`src/rtl/mutex_req_pkg.sv`:
```
// Shared state codes, default widths and helpers for the
// requester-side mutex driver.
package mutex_req_pkg;

    localparam int DEF_NUM_REQ     = 5;
    localparam int DEF_SYNC_STAGES = 2;
    localparam int DEF_HOLD_W      = 8;
    localparam int DEF_TMO_W       = 8;

    localparam logic [1:0] ST_IDLE = 2'd0;
    localparam logic [1:0] ST_REQ  = 2'd1;
    localparam logic [1:0] ST_HOLD = 2'd2;
    localparam logic [1:0] ST_REL  = 2'd3;

    function automatic int unsigned popcount(
        input logic [31:0] v
    );
        int unsigned n;
        n = 0;
        for (int i = 0; i < 32; i++) begin
            n += {31'd0, v[i]};
        end
        return n;
    endfunction

endpackage

```
`src/rtl/mutex_req_chan.sv`:
```
// One requester channel: 4-phase handshake FSM with
// hold and timeout counters.
module mutex_req_chan
    import mutex_req_pkg::*;
#(
    parameter int HOLD_W = DEF_HOLD_W,
    parameter int TMO_W  = DEF_TMO_W
) (
    input  logic              clk,
    input  logic              rst,
    input  logic              job_valid,
    input  logic [HOLD_W-1:0] job_hold,
    input  logic              gnt_s,
    output logic              job_ready,
    output logic              req,
    output logic              done,
    output logic              proto_evt,
    output logic              err_tmo,
    output logic              busy
);

    localparam logic [HOLD_W-1:0] HOLD_ONE = HOLD_W'(1);
    localparam logic [TMO_W-1:0]  TMO_ONE  = TMO_W'(1);

    logic [1:0]        state_q;
    logic [1:0]        state_d;
    logic [HOLD_W-1:0] hold_q;
    logic [HOLD_W-1:0] cnt_q;
    logic [TMO_W-1:0]  tmo_q;
    logic              waiting;
    logic              tmo_sat;

    assign waiting = (state_q == ST_REQ)
                  || (state_q == ST_REL);
    assign tmo_sat = &tmo_q;

    always_comb begin
        state_d = state_q;
        unique case (state_q)
            ST_IDLE: if (job_valid) state_d = ST_REQ;
            ST_REQ:  if (gnt_s) state_d = ST_HOLD;
            // a lost grant ends the hold early
            ST_HOLD: if (!gnt_s || cnt_q <= HOLD_ONE)
                         state_d = ST_REL;
            ST_REL:  if (!gnt_s) state_d = ST_IDLE;
            default: state_d = ST_IDLE;
        endcase
    end

    always_ff @(posedge clk) begin
        if (rst) begin
            state_q <= ST_IDLE;
            hold_q  <= '0;
            cnt_q   <= '0;
            tmo_q   <= '0;
            err_tmo <= 1'b0;
        end else begin
            state_q <= state_d;
            if (state_q == ST_IDLE && job_valid) begin
                hold_q <= (job_hold == '0) ? HOLD_ONE
                                           : job_hold;
            end
            if (state_q == ST_REQ && gnt_s) begin
                cnt_q <= hold_q;
            end else if (state_q == ST_HOLD) begin
                cnt_q <= cnt_q - HOLD_ONE;
            end
            if (state_d != state_q) begin
                tmo_q <= '0;
            end else if (waiting && !tmo_sat) begin
                tmo_q <= tmo_q + TMO_ONE;
            end
            if (waiting && tmo_sat) begin
                err_tmo <= 1'b1;
            end
        end
    end

    assign job_ready = (state_q == ST_IDLE);
    assign busy      = (state_q != ST_IDLE);
    assign req       = (state_q == ST_REQ)
                    || (state_q == ST_HOLD);
    assign done      = (state_q == ST_REL) && !gnt_s;
    assign proto_evt = ((state_q == ST_IDLE) && gnt_s)
                    || ((state_q == ST_HOLD) && !gnt_s);

endmodule

```
`src/rtl/mutex_req_driver.sv`:
```
// Requester-side controller for an N-way asynchronous
// mutex: grant synchronisers, channels and monitor.
module mutex_req_driver
    import mutex_req_pkg::*;
#(
    parameter int NUM_REQ     = DEF_NUM_REQ,
    parameter int SYNC_STAGES = DEF_SYNC_STAGES,
    parameter int HOLD_W      = DEF_HOLD_W,
    parameter int TMO_W       = DEF_TMO_W
) (
    input  logic                      clk,
    input  logic                      rst,
    input  logic [NUM_REQ-1:0]        job_valid,
    input  logic [NUM_REQ*HOLD_W-1:0] job_hold,
    output logic [NUM_REQ-1:0]        job_ready,
    output logic [NUM_REQ-1:0]        req_o,
    input  logic [NUM_REQ-1:0]        grant_i,
    output logic [NUM_REQ-1:0]        done,
    output logic                      err_multi,
    output logic                      err_proto,
    output logic [NUM_REQ-1:0]        err_tmo,
    output logic                      busy
);

    logic [NUM_REQ-1:0] sync_q [SYNC_STAGES];
    logic [NUM_REQ-1:0] gnt_s;
    logic [NUM_REQ-1:0] proto_evt;
    logic [NUM_REQ-1:0] busy_ch;

    // grant_i is asynchronous; only gnt_s reaches the FSMs
    always_ff @(posedge clk) begin
        if (rst) begin
            for (int k = 0; k < SYNC_STAGES; k++) begin
                sync_q[k] <= '0;
            end
        end else begin
            sync_q[0] <= grant_i;
            for (int k = 1; k < SYNC_STAGES; k++) begin
                sync_q[k] <= sync_q[k-1];
            end
        end
    end

    assign gnt_s = sync_q[SYNC_STAGES-1];

    always_ff @(posedge clk) begin
        if (rst) begin
            err_multi <= 1'b0;
            err_proto <= 1'b0;
        end else begin
            if (popcount(32'(gnt_s)) > 1) begin
                err_multi <= 1'b1;
            end
            if (|proto_evt) begin
                err_proto <= 1'b1;
            end
        end
    end

    for (genvar i = 0; i < NUM_REQ; i++) begin : g_chan
        mutex_req_chan #(
            .HOLD_W (HOLD_W),
            .TMO_W  (TMO_W)
        ) u_chan (
            .clk       (clk),
            .rst       (rst),
            .job_valid (job_valid[i]),
            .job_hold  (job_hold[i*HOLD_W +: HOLD_W]),
            .gnt_s     (gnt_s[i]),
            .job_ready (job_ready[i]),
            .req       (req_o[i]),
            .done      (done[i]),
            .proto_evt (proto_evt[i]),
            .err_tmo   (err_tmo[i]),
            .busy      (busy_ch[i])
        );
    end

    assign busy = |busy_ch;

endmodule

```
`config.mk`:
```
export PLATFORM = sky130hd
export DESIGN_NAME = mutex_req_driver
export DESIGN_NICKNAME = d
export VERILOG_FILES = /design/src/rtl/mutex_req_pkg.sv /design/src/rtl/mutex_req_chan.sv /design/src/rtl/mutex_req_driver.sv
export SDC_FILE = /design/constraint.sdc
export NUM_CORES = 1
export LEC_CHECK = 0
export BUFFER_PORTS_ARGS = -buffer_cell sky130_fd_sc_hd__buf_2
export CAP_MARGIN = 40
export CORE_ASPECT_RATIO = 2
export CORE_MARGIN = 10
export CORE_UTILIZATION = 54
export DETAILED_ROUTE_END_ITERATION = 8
export GPL_TIMING_DRIVEN = 0
export MAX_ROUTING_LAYER = met4
export PLACE_DENSITY = 0.84
export SLEW_MARGIN = 20
export SYNTH_ARGS = -nofsm -noshare
export SYNTH_HDL_FRONTEND = slang
export SYNTH_SLANG_ARGS = --single-unit
```
`constraint.sdc`:
```
create_clock -name clk -period 2.1 [get_ports clk]
set_clock_uncertainty 0.2 [all_clocks]
set_input_delay 0.21 -clock clk [delete_from_list [all_inputs] [get_ports clk]]
set_output_delay 0.21 -clock clk [all_outputs]
set_load 0.03 [all_outputs]
```
; Word-level counts from Yosys, hierarchy flattened
; Memories as Yosys holds them, arrays and structs flattened.
; Index checks and enable logic that the tools add are counted.
[word_totals]
ramBits = 10
input_bits = 52
register_bits = 137
output_inout_bits = 23
mem_count = 1
[memory_table]
columns = memory, words, word_bits, read_ports, rd_clocked_by_memory_dff, write_ports, line
row1 = sync_q, 2, 5, 2, 0, 2, mutex_req_driver.sv:25  ; logic [NUM_REQ-1:0] sync_q [SYNC_STAGES];
[classes]
bitwise = 2
n_addsub = 14
order_cmp = 6
n_reduce_logical = 97
n_eq_ne = 20
n_mux = 45
[ops]
columns = operator, n
row1 = 2-to-1 mux 8 bit, 15
row2 = adder 8 x 1 -> 8 bit (second input constant), 5
row3 = <= comparator 8 x 1 -> 1 bit (second input constant), 5
row4 = zero test 8 bit, 5
row5 = 2-to-1 mux 2 bit, 20
row6 = one-hot mux 2 bit (4 select lines), 5
row7 = AND reduction 8 bit, 5
row8 = subtractor 8 x 1 -> 8 bit (second input constant), 5
row9 = logical AND 1 bit, 35
row10 = == test 2 bit (second input constant), 10
row11 = logical OR 1 bit, 20
row12 = nonzero test 2 bit, 10
row13 = == test 2 x 1 -> 1 bit (second input constant), 5
row14 = zero test 1 bit, 10
row15 = zero test 2 bit, 5
row16 = 2-to-1 mux 5 bit, 2
row17 = != test 2 bit, 5
row18 = OR reduction 2 bit, 5
row19 = OR reduction 5 bit, 2
row20 = adder 4 x 1 -> 5 bit, 1
row21 = > comparator 5 x 1 -> 1 bit (second input constant), 1
row22 = adder 3 x 1 -> 4 bit, 1
row23 = adder 2 x 1 -> 3 bit, 1
row24 = 2-to-1 mux 1 bit, 3
row25 = other kinds (2), 3

; Longest topological paths before layout
; Gate-level depths: netlist of run 1.
[depth]
depth_word = 6
depth_mapped = 8
mapped_depth_nobuf = 6

; By module
; Synthesis of run 1 repeated with hierarchy kept, for this count alone.
[unflattened]
cells_unflattened = 863
hier_area_um2 = 7428.4
[by_module_without_submodules]
columns = module, area_each_um2, n_inst, seq_area_each_um2, cells_each
row1 = mutex_req_chan, 1407.6, 5, 540.5, 166
row2 = mutex_req_driver, 390.4, 1, 240.2, 33

; Worst setup path after synthesis of run 1
; No wires, ideal clock.
[synth_timing]
path_kind = register to register
from = register g_chan[0].u_chan.cnt_q[2]
to = register g_chan[0].u_chan.tmo_q[6]
path_stages_with_launch = 5
t_arrival_ps = 1922
slack_ps = -164
required_ps = 1758
cell_sequence = dfxtp_1 > or4_4 > or4_4 > a2111oi_4 > nor4_1
[synth_between]
elab_chain_len = 6
[synth_lines]
columns = item, line
row1 = "start, declared", mutex_req_chan.sv:28  ; logic [HOLD_W-1:0] cnt_q;
row2 = "start signal, assigned", mutex_req_chan.sv:64  ; cnt_q <= hold_q;
row3 = "start signal, assigned", mutex_req_chan.sv:66  ; cnt_q <= cnt_q - HOLD_ONE;
row4 = <= comparator 8 x 1 -> 1 bit, mutex_req_chan.sv:43  ; ST_HOLD: if (!gnt_s || cnt_q <= HOLD_ONE)
row5 = logical OR 1 bit, mutex_req_chan.sv:43
row6 = 2-to-1 mux 2 bit, mutex_req_chan.sv:43
row7 = one-hot mux 2 bit (4 select lines), mutex_req_chan.sv:39  ; unique case (state_q)
row8 = != test 2 bit, mutex_req_chan.sv:68  ; if (state_d != state_q) begin
row9 = OR reduction 2 bit (no source line), n/a
row10 = "end signal, assigned", mutex_req_chan.sv:71  ; tmo_q <= tmo_q + TMO_ONE;
row11 = "end, declared", mutex_req_chan.sv:29  ; logic [TMO_W-1:0] tmo_q;
; Every way passes these cells.
; A chain may end at the register's enable or synchronous reset.

==> summary.log, run 1 <==
qor: run_status.outcome complete, but fails checks
qor: run_status.violations setup timing
qor: timing.tightestPinTransition 831 ps
qor: placement.dp_hpwl 13.9 mm
qor: global_routing.grt_pass1_vias 7,288
qor: logic_synthesis.synth_ff_type dfxtp_1
qor: logic_synthesis.cell_accounting_for_the_most_synthesized_area dfxtp_1
qor: setup_path.cp_data_required_time 2220 ps
qor: drt.routed_wirelength 22.5 mm
qor: setup_path.critPathCapture g_chan[0].u_chan.tmo_q[2]
qor: setup_path.setup.reg_to_reg.worst_slack -240 ps
qor: clocking.cts_max_level 4
qor: setup_path.crit_arrival 2450 ps
qor: setup_path.timing_worst_setup_path_type reg2reg
qor: clocking.clockRootBuffer clkbuf_16
qor: global_routing.initial_antenna_violation_count 0
qor: floorplanning.fp.dieArea 19,200 um^2
qor: setup_path.cp-start-kind flop
qor: logic_synthesis.synth-async-reset-ratio 0%
qor: setup_path.max_stage_delay 600 ps
qor: power_and_ir_drop.p_switching 0.00218 W
qor: finish.final_cell_count_no_fill 1,199
qor: logic_synthesis.yosys_register_bits 147
qor: logic_synthesis.syn-mean-instance-area 8.55 um^2
qor: finish.final_nets 1,120
qor: placement.placement.setup.worst_slack -634 ps
qor: power_and_ir_drop.p_int 0.00529 W
qor: floorplanning.horiz_die_dim 103 um
qor: global_routing.grtUsageTotal 22.9%
qor: clocking.worst_setup_hold_path_clk_slew 60 ps
qor: clocking.numClockSinks 147
qor: setup_path.critical_path.slowest_cell nor3_1
qor: logic_synthesis.synth_cell_types 55
qor: floorplanning.rows 60
qor: floorplanning.boundaryPins 75
qor: timing.slew_limit_fails 0
qor: drt.vias 7,292
qor: drt.drc_errors 0
qor: floorplanning.die_h 186 um
qor: logic_synthesis.synth_top_area_share 39.5%
qor: logic_synthesis.synth_nets 961
qor: clocking.cts_inserted_buffers 17
qor: logic_synthesis.post-synth-top-count-cell dfxtp_1
qor: logic_synthesis.synth_common_cells dfxtp_1 (147), nand2_1 (108), nor2_1 (80)
qor: setup_path.rr_worst_depth 6
qor: timing.rsz0062_at_grt true
qor: setup_path.reg2reg_from sync_q[0][5]
qor: power_and_ir_drop.swShare 29.2%
qor: timing.final-setup-viol-count 34
qor: logic_synthesis.synth_edf_count 0
qor: setup_path.endpoint_kind flop
qor: global_routing.wire_length_of_the_first_global_routing_pass 34.1 mm
qor: clocking.insertion_delay 430 ps
qor: drt.drtPass1Iterations 5
qor: logic_synthesis.ys_seq_area_share 39.5%
qor: placement.post-place-cells 1,100
qor: drt.drt_first_iter_violations 493
qor: timing.finalCriticalPeriod 2340 ps
qor: power_and_ir_drop.power.share.combinational 19.8%
qor: logic_synthesis.post_synth_inst_count 872
qor: global_routing.globalRoute.totalOverflow 0
qor: timing.setup_tns -4140 ps
qor: placement.place.port_buffers 73
qor: power_and_ir_drop.ir_worst_vdd 673 uV
qor: setup_path.timing.critical_path.from sync_q[0][5]
qor: global_routing.largest_net_degree_at_the_start_of_global_routing 17
qor: flow_run.drv_cap 0
qor: timing.fin_crit_sh 111%
qor: floorplanning.core-area 13,500 um^2
qor: finish.insertedDiodeCount 0
qor: timing.final_hold_viol_count 0
qor: power_and_ir_drop.clockPowerShare 39.0%
qor: floorplanning.floorplan.initialDensity 55.2%
qor: power_and_ir_drop.power-per-cell-area 762 nW/um^2
qor: clocking.cts_tree built
qor: logic_synthesis.ys_top_cells_by_area dfxtp_1 (39%), ha_1 (6.0%), nand2_1 (5.4%)
qor: setup_path.timing.critical_path.fanout_max 8
qor: power_and_ir_drop.leakage 3.76 nW
qor: setup_path.worstReg2RegEnd g_chan[0].u_chan.tmo_q[2]
qor: drt.viasPerCell 6.08
qor: finish.flow.area_growth_from_synthesis 31.5%
qor: finish.drive_gt1_share 26.7%
qor: timing.slew_headroom 44.6%
qor: timing.highest_clock_rate 428 MHz
qor: logic_synthesis.ys_warn_count 0
qor: setup_path.chain_of_cells_forming_the_critical_path clkbuf_2 > xor2_1 > nor3_1 > a2111oi_4 > buf_6 > a2111oi_1
qor: clocking.max-clock-path-buffers 2
qor: logic_synthesis.post_synth_instance_area 7450 um^2
qor: power_and_ir_drop.report.power.total 0.00747 W
qor: finish.n_fill_cell 906
qor: worst_hold_path.holdCritPathClass in2reg
qor: timing.setup_ws -237 ps
qor: finish.post-route-util 72.5%
qor: power_and_ir_drop.power.share.sequential 41.3%
qor: drt.post_drt_wl_per_cell 18.7 um
qor: placement.routabilityCongestion 0.887
qor: drt.postRouteAntennaNets 0
[kinds of logic after synthesis]
logic type                 count (synthesis)  synth area share (%)
AOI/OAI and AO/OA                        183                  17.4
buffers and inverters                     88                  5.44
DFF                                      147                  39.5
xor gates and xnor gates                  48                  5.64
and+or+nand+nor                          346                  22.5
adders and majority gates                 37                  6.31
muxes                                     23                  3.16
[worst max-delay path: cells and delay by family, from the launching register on]
kind                      cells  cell delay [ps]
AOI/OAI and AO/OA             2              480
xor gates and xnor gates      1              200
buffers and inverters         2              400
DFF                           1              340
and+or+nand+nor               1              600
[state kept, by name, summed over array words and instances (netlist names)]
name	flops
err_proto	1
err_multi	1
g_chan.u_chan.err_tmo	5
g_chan.u_chan.tmo_q	40
sync_q	10
g_chan.u_chan.cnt_q	40
g_chan.u_chan.hold_q	40
g_chan.u_chan.state_q	10
[cell type report]
| cell class | instances | area, um^2 | area share, % |
|---|---|---|---|
| multi-input combinational | 637 | 4560 | 46.5 |
| sequential | 147 | 2980 | 30.4 |
| timing repair buffer | 151 | 1120 | 11.4 |
| clock buffer | 20 | 457 | 4.66 |
| buffer | 45 | 265 | 2.71 |
| tap | 155 | 194 | 1.98 |
| inverter | 32 | 123 | 1.25 |
| clock inverter | 12 | 105 | 1.07 |
[routing by layer]
metal / global-route usage [%] / share of wire (%) / vias to the layer above / routed length (um)
li1: - / - / 3410 / -
met1: 21.4 / 35 / 3458 / 7780
met2: 40.8 / 55 / 311 / 12300
met3: 4.81 / 5.2 / 113 / 1170
met4: 14.7 / 5.5 / 0 / 1230
met5: - / 0 / - / 0
[what timing repair did]
| action | in CTS | in global routing |
|---|---|---|
| hold endpoints to repair | 45 | 0 |
| endpoints found under the setup margin | 90 | 66 |
| pin swaps | 14 | 9 |
| hold buffers | 45 | 0 |
| setup buffers | 21 | 12 |
| gates resized for setup | 87 | 37 |
[how the worst min path moves through the flow]
stage | slack [ps] | from | endpoint | cells after the start
final | 30 | job_valid[0] | g_chan[0].u_chan.hold_q[1] | 4
after global routing | 70 | job_valid[4] | g_chan[4].u_chan.hold_q[6] | 4
after CTS | 40 | job_valid[0] | g_chan[0].u_chan.hold_q[4] | 4
after detailed placement | 220 | sync_q[0][3] | sync_q[0][8] | 1
after global placement | 220 | grant_i[2] | sync_q[0][2] | 2
after floorplan | 140 | grant_i[0] | sync_q[0][0] | 1
[stage by stage]
stage | instance area, um^2 | hold slack (ps)
global placement | 8030 | 223
global route | 9800 | 66.3
finish | 9800 | 29.4
CTS | 9540 | 37.2
floorplan | 7470 | 138
detailed placement | 8030 | 224
[layout by cell type, fill, tap and decap left out, types with 9 or more instances in the layout]
master	n
dlygate4sd3_1	45
a211oi_1	39
o211ai_1	10
inv_1	30
nor2b_1	20
o21ai_0	18
xnor2_1	22
mux2i_1	18
buf_2	74
dfxtp_1	125
or3_1	9
nor2_1	80
buf_4	45
nor3_1	29
nor3_2	24
a21oi_1	57
ha_1	23
nand2_1	108
clkbuf_1	12
nor4_1	10
nand3_1	19
clkbuf_16	17
dfxtp_2	18
xor2_1	26
[power groups by stage]
stage                     logic, W  clock network (W)  registers (W)
after CTS                  0.00131            0.00289        0.00307
final                      0.00148            0.00291        0.00308
after floorplan           0.000780                  0        0.00310
after detailed placement   0.00107                  0        0.00312
after global placement     0.00105                  0        0.00312
after global routing       0.00157            0.00303        0.00310
(Power assumes the default switching activity.)
==> inputs of run 2 (changes only) <==
--- a/config.mk
+++ b/config.mk
@@ -14,6 +14,7 @@
 export GPL_TIMING_DRIVEN = 0
 export MAX_ROUTING_LAYER = met4
 export PLACE_DENSITY = 0.84
+export REMOVE_ABC_BUFFERS = 1
 export SLEW_MARGIN = 20
 export SYNTH_ARGS = -nofsm -noshare
 export SYNTH_HDL_FRONTEND = slang
==> summary.log, run 2 (same netlist as run 1, synthesis figures left out) <==
qor: timing.finalCriticalPeriod 2250 ps
qor: placement.routabilityCongestion 0.833
qor: placement.place.port_buffers 74
qor: finish.flow.area_growth_from_synthesis 27.8%
qor: global_routing.wire_length_of_the_first_global_routing_pass 31.9 mm
qor: setup_path.timing_worst_setup_path_type reg2reg
qor: clocking.cts_tree built
qor: drt.vias 6,936
qor: finish.biggestRegsByFlops g_chan.u_chan.cnt_q: 40 flops, g_chan.u_chan.hold_q: 40 flops, g_chan.u_chan.tmo_q: 40 flops
qor: global_routing.global_route_layer_with_the_greatest_usage met2
qor: finish.drive_gt1_share 23.7%
qor: timing.slew_limit_fails 0
qor: timing.fin_crit_sh 107%
qor: floorplanning.horiz_die_dim 103 um
qor: placement.dp_hpwl 11.8 mm
qor: clocking.cts_inserted_buffers 17
qor: clocking.numClockSinks 147
qor: setup_path.timing.critical_path.fanout_max 8
qor: power_and_ir_drop.leakage 3.61 nW
qor: floorplanning.die_h 186 um
qor: drt.viasPerCell 6.01
qor: power_and_ir_drop.ir_worst_vdd 624 uV
qor: floorplanning.fp.dieArea 19,200 um^2
qor: setup_path.cp-start-kind flop
qor: timing.setup_tns -3630 ps
qor: drt.routed_wirelength 20.0 mm
qor: floorplanning.core-area 13,500 um^2
qor: setup_path.endpoint_kind flop
qor: global_routing.initial_antenna_violation_count 0
qor: setup_path.cp_data_required_time 2210 ps
qor: global_routing.grt_util_met3 3.51%
qor: finish.n_fill_cell 915
qor: finish.insertedDiodeCount 0
qor: finish.post-route-util 70.5%
qor: finish.final_nets 1,077
qor: drt.drt_first_iter_violations 520
qor: drt.drc_errors 0
qor: clocking.insertion_delay 420 ps
qor: timing.final_hold_viol_count 0
qor: timing.highest_clock_rate 445 MHz
qor: timing.tightestPinTransition 715 ps
qor: timing.rsz0062_at_grt true
qor: global_routing.largest_net_degree_at_the_start_of_global_routing 88
qor: floorplanning.rows 60
qor: timing.setup_ws -146 ps
qor: finish.multiInputGateArea 4480 um^2
qor: setup_path.rr_worst_depth 5
qor: worst_hold_path.min_delay_path_depth 4
qor: drt.post_drt_wl_per_cell 17.3 um
qor: clocking.clockRootBuffer clkbuf_16
qor: flow_run.drv_cap 0
qor: power_and_ir_drop.power-per-cell-area 786 nW/um^2
qor: global_routing.grtUsageTotal 20.8%
qor: run_status.outcome complete, but fails checks
qor: finish.most_frequent_standard_cell_in_the_layout_excluding_fill_and_tap_cells dfxtp_1
qor: global_routing.grt_pass1_vias 7,025
qor: drt.drtPass1Iterations 5
qor: setup_path.crit_arrival 2350 ps
qor: clocking.max-clock-path-buffers 2
qor: timing.slew_headroom 52.0%
qor: clocking.cts_max_level 4
qor: clocking.worst_setup_hold_path_clk_slew 60 ps
qor: placement.placement.setup.worst_slack -421 ps
qor: global_routing.gr-usage-met2 38.0%
qor: floorplanning.boundaryPins 75
qor: finish.ff_latch_area 2980 um^2
qor: setup_path.setup.reg_to_reg.worst_slack -150 ps
qor: run_status.violations setup timing
qor: global_routing.grt.met1_usage 20.5%
qor: timing.final-setup-viol-count 33
qor: floorplanning.floorplan.initialDensity 55.2%
qor: global_routing.globalRoute.totalOverflow 0
qor: drt.postRouteAntennaNets 0
qor: worst_hold_path.holdCritPathClass in2reg
qor: finish.top_library_cells_by_usage_in_the_layout_fill_and_taps_aside dfxtp_1 (127), nand2_1 (108), nor2_1 (80), buf_2 (73), a21oi_1 (56)
-- run 2: final cells by class --
class / count / share of cell area (%)
inverters: 32 / 1.26
flip-flops and latches: 147 / 31.3
multi-input cells: 637 / 47.0
clock inverters: 12 / 1.65
clock buffers: 19 / 4.65
well taps: 155 / 2.04
repair buffers: 153 / 12.1
-- run 2: final timing paths --
kind / end / startpoint
max: g_chan[3].u_chan.tmo_q[6] / g_chan[3].u_chan.cnt_q[2]
min reg2reg: sync_q[0][9] / sync_q[0][4]
min: g_chan[4].u_chan.hold_q[3] / job_valid[4]
max reg2reg: g_chan[3].u_chan.tmo_q[6] / g_chan[3].u_chan.cnt_q[2]
-- run 2: worst max-delay path, stage by stage, from the launching register on --
cell and delay, ps:
dfxtp_2 320, or4_4 540, or4_4 460, a2111oi_4 320, buf_6 220, nor4_1 70
-- run 2: per-stage QoR --
| step | power (W) | cell area (um^2) | instances | hold slack (ps) |
|---|---|---|---|---|
| global route | 0.00775 | 9530 | 1155 | 65.5 |
| CTS | 0.00734 | 9170 | 1142 | 38.3 |
| detailed placement | 0.00411 | 7770 | 1046 | 224 |
| global placement | 0.00408 | 7730 | 1045 | 216 |
| floorplan | 0.00380 | 7170 | 816 | 79.1 |
| finish | 0.00749 | 9530 | 1155 | 51.8 |
-- run 2: power by group --
group	switching [W]	leakage [nW]	total [W]	internal, W
clock network	0.00120	0.285	0.00309	0.00190
logic	0.000736	2.12	0.00131	0.000576
registers	0.000143	1.21	0.00308	0.00294
total	0.00207	3.61	0.00749	0.00541
-- run 2: metal layers --
layer  vias to the layer above  share of wire [%]
met3                        65                3.6
li1                       3338                  -
met1                      3329                 37
met5                         -                  0
met2                       204                 56
met4                         0                3.2
-- run 2: timing repair --
item / in CTS / in global routing
endpoints found under the setup margin: 53 / 62
gates resized for setup: 53 / 52
setup buffers: 16 / 12
pin swaps: 19 / 21
hold buffers: 49 / 0
hold endpoints to repair: 63 / 0
gates cloned: 0 / 0
==> inputs of run 3 (changes only) <==
--- a/config.mk
+++ b/config.mk
@@ -11,7 +11,6 @@
 export CORE_MARGIN = 10
 export CORE_UTILIZATION = 54
 export DETAILED_ROUTE_END_ITERATION = 8
-export GPL_TIMING_DRIVEN = 0
 export MAX_ROUTING_LAYER = met4
 export PLACE_DENSITY = 0.84
 export REMOVE_ABC_BUFFERS = 1
==> summary.log, run 3 (same netlist as run 1, synthesis figures left out) <==
qor: finish.final_nets 1,125
qor: global_routing.grtUsageTotal 21.3%
qor: setup_path.timing_worst_setup_path_type reg2reg
qor: floorplanning.die_h 186 um
qor: floorplanning.boundaryPins 75
qor: finish.final_cell_count_no_fill 1,203
qor: drt.drtPass1Iterations 5
qor: placement.dp_hpwl 13.8 mm
qor: floorplanning.rows 60
qor: finish.most_frequent_standard_cell_in_the_layout_excluding_fill_and_tap_cells dfxtp_1
qor: floorplanning.core-area 13,500 um^2
qor: drt.met3RoutedLength 656 um
qor: global_routing.wire_length_of_the_first_global_routing_pass 32.2 mm
qor: setup_path.cp-start-kind flop
qor: placement.place.port_buffers 74
qor: global_routing.largest_net_degree_at_the_start_of_global_routing 36
qor: timing.finalCriticalPeriod 2220 ps
qor: clocking.cts_tree built
qor: floorplanning.horiz_die_dim 103 um
qor: timing.tightestPinTransition 506 ps
qor: timing.final_hold_viol_count 0
qor: timing.fin_crit_sh 106%
qor: drt.drt_first_iter_violations 348
qor: clocking.cts_inserted_buffers 17
qor: finish.drive_gt1_share 23.9%
qor: timing.setup_ws -124 ps
qor: setup_path.crit_arrival 2330 ps
qor: clocking.cts_max_level 4
qor: drt.drc_errors 0
qor: run_status.violations setup timing
qor: clocking.clockRootBuffer clkbuf_16
qor: clocking.worst_setup_hold_path_clk_slew 60 ps
qor: placement.post-place-cells 1,123
qor: clocking.insertion_delay 420 ps
qor: run_status.outcome complete, but fails checks
qor: flow_run.drv_cap 0
qor: timing.hold-worst-slack 43.6 ps
qor: power_and_ir_drop.ir_worst_vdd 611 uV
qor: finish.ff_latch_area 2950 um^2
qor: global_routing.globalRoute.totalOverflow 0
qor: drt.post_drt_wl_per_cell 16.5 um
qor: finish.top_library_cells_by_usage_in_the_layout_fill_and_taps_aside dfxtp_1 (139), nand2_1 (108), nor2_1 (80), buf_4 (78), buf_2 (72)
qor: finish.biggestRegsByFlops g_chan.u_chan.cnt_q: 40 flops, g_chan.u_chan.hold_q: 40 flops, g_chan.u_chan.tmo_q: 40 flops
qor: clocking.max-clock-path-buffers 2
qor: setup_path.endpoint_kind flop
qor: finish.multiInputGateArea 4300 um^2
qor: power_and_ir_drop.leakage 3.78 nW
qor: drt.highest_layer met4
qor: worst_hold_path.holdCritPathClass in2reg
qor: setup_path.timing.critical_path.fanout_max 8
qor: timing.slew_headroom 65.4%
qor: finish.flow.area_growth_from_synthesis 28.6%
qor: drt.route.met2.wl 11.0 mm
qor: timing.rsz0062_at_grt true
qor: drt.postRouteAntennaNets 0
qor: timing.final-setup-viol-count 32
qor: setup_path.cp_data_required_time 2200 ps
qor: timing.slew_limit_fails 0
qor: clocking.numClockSinks 147
qor: timing.highest_clock_rate 450 MHz
qor: power_and_ir_drop.power-per-cell-area 755 nW/um^2
qor: floorplanning.fp.dieArea 19,200 um^2
qor: global_routing.grt_pass1_vias 7,169
qor: floorplanning.floorplan.initialDensity 55.2%
qor: drt.routed_wirelength 19.8 mm
qor: drt.route.layer.met1.wl 7.40 mm
qor: global_routing.initial_antenna_violation_count 1
qor: drt.viasPerCell 5.79
qor: drt.vias 6,961
qor: finish.post-route-util 70.9%
qor: placement.routabilityCongestion 0.935
qor: finish.n_fill_cell 984
==> run 3: cell types whose count changed in the layout (fill, tap and decap cells not counted), sizes merged <==
cell and delta:
diode +1, buf +51, clkinv -2, clkinvlp +2, dlygate4sd3 -3, bufinv -2, inv +1
==> run 3: through the flow <==
| step | power [W] | area (um^2) | TNS (ps) | setup WS (ps) |
|---|---|---|---|---|
| final | 0.00724 | 9580 | -2590 | -124 |
| after global routing | 0.00751 | 9580 | -4460 | -169 |
| after CTS | 0.00721 | 9470 | -2340 | -96.6 |
| after detailed placement | 0.00428 | 8320 | -3930 | -151 |
| after global placement | 0.00425 | 8320 | -3100 | -124 |
| after floorplan | 0.00380 | 7170 | -6100 | -221 |
==> run 3: final timing paths <==
| path | start | endpoint | slack [ps] | cells after the start |
|---|---|---|---|---|
| worst max-delay path | g_chan[1].u_chan.cnt_q[2] | g_chan[1].u_chan.tmo_q[5] | -120 | 5 |
| worst min-delay path | job_valid[4] | g_chan[4].u_chan.hold_q[4] | 40 | 4 |
| worst max register to register | g_chan[1].u_chan.cnt_q[2] | g_chan[1].u_chan.tmo_q[5] | -120 | 5 |
| worst min register to register | sync_q[0][1] | sync_q[0][6] | 240 | 1 |
==> run 3: final cells by class <==
class                      count  share of cell area [%]
antenna                        1                  0.0261
clock buffer                  19                    4.62
clock inverter                11                    1.12
inverter                      32                    1.28
multi-input combinational    637                    44.8
sequential                   147                    30.8
tap                          155                    2.02
timing repair buffer         201                    15.3
==> run 3: per-layer routing <==
layer  global-route usage (%)  up-vias
li1                         -     3415
met1                     20.3     3316
met2                     39.4      171
met3                     3.55       59
met4                     11.0        0
met5                        -        -
==> run 3: critical path, cell delays in order (launching register included) <==
cell	delay, ps
dfxtp_2	320
or4_4	540
or4_4	460
a2111oi_4	320
buf_6	200
nor3_1	70
==> run 3: repair_timing <==
item / 4_1_cts / 5_1_grt
buffers inserted: 2 / 1
pin swaps: 16 / 12
hold buffers: 46 / 0
endpoints found under the hold margin: 47 / 0
resized for setup: 26 / 28
endpoints found under the setup margin: 33 / 54
==> run 3: report_power, final <==
part	internal, W	switching (W)	leakage [nW]
Combinational	0.000605	0.000731	2.33
Clock	0.00165	0.00120	0.254
Sequential	0.00294	0.000117	1.20
